### src/rtl/uart_pkg.sv
// uart_pkg: shared constants for the UART receive and transmit paths.
// Holds the receiver state encodings and the baud-divider helpers.
package uart_pkg;

    localparam logic [2:0] IDLE  = 3'd0;
    localparam logic [2:0] START = 3'd1;
    localparam logic [2:0] DATA  = 3'd2;
    localparam logic [2:0] STOP  = 3'd3;
    localparam logic [2:0] BREAK = 3'd4;

    localparam int BAUD_DIV_DEF = 5208;
    localparam int HALF_DIV     = BAUD_DIV_DEF / 2;

    function automatic int half_div(input int div);
        return div / 2;
    endfunction

endpackage

### src/rtl/uart_rx_fsm_sync_2ff.sv
// sync_2ff: two-flop synchroniser for one asynchronous input.
// Resets to 1 so an idle-high serial line never looks like a start bit.
module sync_2ff (
    input  logic clk_i,
    input  logic rst_i,
    input  logic d_i,
    output logic q_o
);

    logic meta_q;
    logic sync_q;

    // Two-stage capture of the asynchronous input
    always_ff @(posedge clk_i or negedge rst_i) begin
        if (!rst_i) begin
            meta_q <= 1'b1;
            sync_q <= 1'b1;
        end else begin
            meta_q <= d_i;
            sync_q <= meta_q;
        end
    end

    assign q_o = sync_q;

endmodule

### src/rtl/uart_rx_fsm.sv
// uart_rx_fsm: UART receive front end, mid-bit sampling, LSB first.
// Presents each good word on dout_o with a one-cycle done_o strobe.
module uart_rx_fsm
    import uart_pkg::*;
#(
    parameter int Width   = 8,
    parameter int BaudDiv = BAUD_DIV_DEF
) (
    input  logic             clk_i,
    input  logic             rst_i,
    input  logic             rx_i,
    output logic [Width-1:0] dout_o,
    output logic             done_o,
    output logic             frame_err_o,
    output logic             busy_o
);

    localparam int CntW = $clog2(BaudDiv);
    localparam int IdxW = $clog2(Width + 1);

    localparam logic [CntW-1:0] MidCnt  = CntW'(half_div(BaudDiv) - 1);
    localparam logic [CntW-1:0] LastCnt = CntW'(BaudDiv - 1);
    localparam logic [IdxW-1:0] LastIdx = IdxW'(Width - 1);

    logic             rx_s;
    logic [2:0]       state_q, state_d;
    logic [CntW-1:0]  cnt_q, cnt_d;
    logic [IdxW-1:0]  bit_idx_q, bit_idx_d;
    logic [Width-1:0] shift_q, shift_d;
    logic [Width-1:0] dout_q, dout_d;
    logic             done_q, done_d;
    logic             ferr_q, ferr_d;

    sync_2ff u_sync (
        .clk_i (clk_i),
        .rst_i (rst_i),
        .d_i   (rx_i),
        .q_o   (rx_s)
    );

    // Frame sequencing: start check, data shifting, stop check
    always_comb begin
        state_d   = state_q;
        bit_idx_d = bit_idx_q;
        shift_d   = shift_q;
        dout_d    = dout_q;
        done_d    = 1'b0;
        ferr_d    = 1'b0;
        case (state_q)
            IDLE: begin
                if (!rx_s) begin
                    state_d = START;
                end
            end
            START: begin
                if (cnt_q == MidCnt) begin
                    state_d = rx_s ? IDLE : DATA;
                end
            end
            DATA: begin
                if (cnt_q == LastCnt) begin
                    shift_d = {rx_s, shift_q[Width-1:1]};
                    if (bit_idx_q == LastIdx) begin
                        bit_idx_d = '0;
                        state_d   = STOP;
                    end else begin
                        bit_idx_d = bit_idx_q + IdxW'(1);
                    end
                end
            end
            STOP: begin
                if (cnt_q == LastCnt) begin
                    if (rx_s) begin
                        dout_d  = shift_q;
                        done_d  = 1'b1;
                        state_d = IDLE;
                    end else begin
                        ferr_d  = 1'b1;
                        state_d = BREAK;
                    end
                end
            end
            BREAK: begin
                if (rx_s) begin
                    state_d = IDLE;
                end
            end
            default: begin
                state_d = IDLE;
            end
        endcase
    end

    // Baud counter: restarts on state entry and at each bit boundary
    always_comb begin
        if ((state_d != state_q) || (cnt_q == LastCnt)) begin
            cnt_d = '0;
        end else begin
            cnt_d = cnt_q + CntW'(1);
        end
    end

    // State, counters, data and strobes
    always_ff @(posedge clk_i or negedge rst_i) begin
        if (!rst_i) begin
            state_q   <= IDLE;
            cnt_q     <= '0;
            bit_idx_q <= '0;
            shift_q   <= '0;
            dout_q    <= '0;
            done_q    <= 1'b0;
            ferr_q    <= 1'b0;
        end else begin
            state_q   <= state_d;
            cnt_q     <= cnt_d;
            bit_idx_q <= bit_idx_d;
            shift_q   <= shift_d;
            dout_q    <= dout_d;
            done_q    <= done_d;
            ferr_q    <= ferr_d;
        end
    end

    assign dout_o      = dout_q;
    assign done_o      = done_q;
    assign frame_err_o = ferr_q;
    assign busy_o      = (state_q != IDLE);

endmodule
### config.mk
export PLATFORM = sky130hd
export DESIGN_NAME = uart_rx_fsm
export DESIGN_NICKNAME = d
export VERILOG_FILES = /design/src/rtl/uart_pkg.sv /design/src/rtl/uart_rx_fsm_sync_2ff.sv /design/src/rtl/uart_rx_fsm.sv
export SDC_FILE = /design/constraint.sdc
export NUM_CORES = 1
export LEC_CHECK = 0
export BUFFER_PORTS_ARGS = -buffer_cell sky130_fd_sc_hd__buf_2
export CORE_ASPECT_RATIO = 1.25
export CORE_UTILIZATION = 25
export CTS_CLUSTER_SIZE = 40
export DETAILED_ROUTE_END_ITERATION = 7
export PLACE_DENSITY_LB_ADDON = 0.12
export SLEW_MARGIN = 40
export SYNTH_ARGS = -nofsm -noshare
export SYNTH_HDL_FRONTEND = slang
export SYNTH_HIERARCHICAL = 1
export SYNTH_SLANG_ARGS = --single-unit
### constraint.sdc
create_clock -name clk_i -period 4.6 [get_ports clk_i]
set_input_delay 1.38 -clock clk_i [delete_from_list [all_inputs] [get_ports clk_i]]
set_output_delay 1.38 -clock clk_i [all_outputs]
set_load 0.02 [all_outputs]
==> impl_metrics.tcl <==
set metrics [dict create \
    cpMaxStageDelayCell "dfrtp_1" \
    endpoint_kind "output pin" \
    wl_per_cell_um 14.2 \
    row_count 35 \
    cts_buffer_depth 2 \
    hp-class "flip-flop to flip-flop" \
    first_pass_iters 4 \
    ant_nets 0 \
    hold_viol_final 0 \
    tightest_slew_ns 0.732 \
    highest_layer "met4" \
    areaGrowthSynthToFinish_pct 13.6 \
    max_freq_mhz 383 \
    dpl.hpwl_mm 2.66 \
    io_buffer_count 13 \
    synth_fp_nets 168 \
    cts_setup_buffers 0 \
    core_area_um2 7440 \
    cts_resized 0 \
    routabilityCongestion 0.839 \
    mappedNetlistArea_um2 1940 \
    cp_max_fo 12 \
    maxSlewViolCount 0 \
    track_usage 0.113 \
    finalCritPeriodShare 0.568 \
    outcome "finished clean" \
    fin_tns_setup_ns 0 \
    grt_pass1_wl_mm 6.93 \
    fin_hold_ws_ns 0.358 \
    io-pin-count 14 \
    dieArea_um2 8120 \
    rsz0062_at_grt "false" \
    diodes 0 \
    syn_inst 163 \
    multi_input_area_um2 882 \
    cts-buffers-inserted 5 \
    cp_data_arrival_time_ns 1.23 \
    htreeDepth 2 \
    wl_met2_mm 1.89 \
    p_leak_nw 1.02 \
    clock-sinks 40 \
    setup_viol 0 \
    antenna_found_initial 0 \
    max_slew_margin 0.512 \
    regArea_um2 1000 \
    drive_gt1_frac 0.294 \
    path_class "flip-flop to output pin" \
    cts_tree "yes" \
    routed_wl_mm 3.83 \
    finalCriticalPeriod_ns 2.61 \
    gr-total-overflow 0 \
    drt_iter0_markers 77 \
    clkSlewWorstSetupHoldPaths_ns 0.08 \
    finClkSkew_ns 0.00527 \
    grt_pass1_vias 1387 \
    ys_warn_count 6 \
    num-fill-cells 773 \
    synth_seq_cells 40 \
    power_density_nw_per_um2 299 \
    ir_worst_vdd_mv 0.129 \
    wl_met3_um 86 \
    maxCapViolCount 0 \
    avgSynthCellArea_um2 11.9 \
    die_w_um 80.8 \
    drc 0 \
    routed-via-count 1295 \
    final_common_cell "dfrtp_1" \
    worstSkewPairLatency_ns 0.30 \
    cp_cell_sequence "nor2_1 -> nand2_1 -> buf_2" \
    layout.nets 181 \
    wl_met1_mm 1.78 \
    cp_slowest_stage_delay_ns 0.52 \
    root_buffer "clkbuf_8" \
    final_cell_mix "dfrtp_1, mux2_2, a211oi_1, buf_2, xor2_1" \
    place_ws_ns 2.26 \
    dieHeight_um 100 \
    startpoint_type "flip-flop" \
    setup_ws_ns 1.99 \
    grt_max_degree 41 \
    yosysSeqAreaShare 0.517 \
    start_util 0.261 \
    cp.required_ns 3.22 \
    cts_hold_buf 0 \
    vias_per_cell 4.81 \
    synth_cell_types 41 \
]
==> metrics by stage <==
step | total power [mW] | std cells | cell area, um2 | util
after floorplan | 0.361 | 163 | 1940 | -
after global placement | 0.370 | 260 | 2070 | 0.278
after detailed placement | 0.370 | 261 | 2090 | 0.281
after CTS | 0.677 | 269 | 2200 | 0.296
after global routing | 0.698 | 269 | 2200 | 0.296
final | 0.659 | 269 | 2200 | 0.296
==> worst max-delay path: cells and delay by family, from the launching register on <==
family	cells	cell delay [ns]
simple gates	2	0.26
flops	1	0.52
buf+inv	1	0.16
==> cells by family after synthesis <==
kind of cell,synth area share
simple gates,0.188
fa+ha+maj,0.0129
xor+xnor,0.0542
buf+inv,0.0329
mux,0.110
compound gates,0.0845
flops,0.517
==> metal layers <==
metal / vias up / global-route usage
met3: 6 / 0.0244
li1: 622 / -
met1: 656 / 0.151
met2: 11 / 0.170
met5: - / 0
met4: 0 / 0.0591
==> flip-flops by register name, indices dropped and copies added (netlist names) <==
register and count:
bit_idx_q 4, cnt_q 13, done_o 1, dout_o 8, frame_err_o 1, shift_q 8, state_q 3, u_sync/meta_q 1
u_sync/q_o 1
==> worst paths after layout <==
kind | startpoint | end | slack [ns] | depth (start not counted)
setup / recovery | state_q[0] | busy_o | 1.99 | 3
hold / removal | u_sync/meta_q | u_sync/q_o | 0.36 | 0
setup reg to reg | cnt_q[0] | cnt_q[7] | 2.29 | 6
hold reg to reg | u_sync/meta_q | u_sync/q_o | 0.36 | 0
max in group asynchronous | rst_i | u_sync/meta_q | 3.18 | 1
min in group asynchronous | rst_i | cnt_q[12] | 1.05 | 1
==> cell usage after synthesis (all sizes together) <==
master   count  area, um2
and4bb       2       25.0
a31oi        1       6.26
nor4         2       12.5
buf          6       41.3
dfstp        2       52.6
nor3b        2       26.3
inv          4       15.0
dfrtp       38        951
a21oi        3       15.0
a22oi        1       7.51
nand3        6       30.0
a211oi      13       97.6
and2b        1       7.51
ha           2       25.0
nor3         5       36.3
or2          1       6.26
xor2        11       96.3
nand2        8       30.0
mux2        19        214
and2         2       12.5
xnor2        1       8.76
nor4bb       1       10.0
a2bb2oi      1       8.76
clkbuf       2       7.51
and4         2       17.5
o221ai       1       8.76
nor2b        2       12.5
and3b        3       26.3
o21ai        2       10.0
and4b        1       10.0
and3         1       6.26
nand4        7       58.8
nor2         9       36.3
o2bb2a       1       10.0
==> final cells by class <==
cell class | instances | area share
multi-input combinational | 111 | 0.400
tap | 92 | 0.0522
timing repair buffer | 14 | 0.0329
sequential | 40 | 0.455
clock inverter | 3 | 0.0210
inverter | 4 | 0.00681
clock buffer | 5 | 0.0312
==> power breakdown <==
group | internal [mW] | switching [mW]
sequential | 0.353 | 0.000965
combinational | 0.00110 | 0.00717
clock | 0.163 | 0.134
total | 0.517 | 0.142
(Power assumes the default switching activity.)
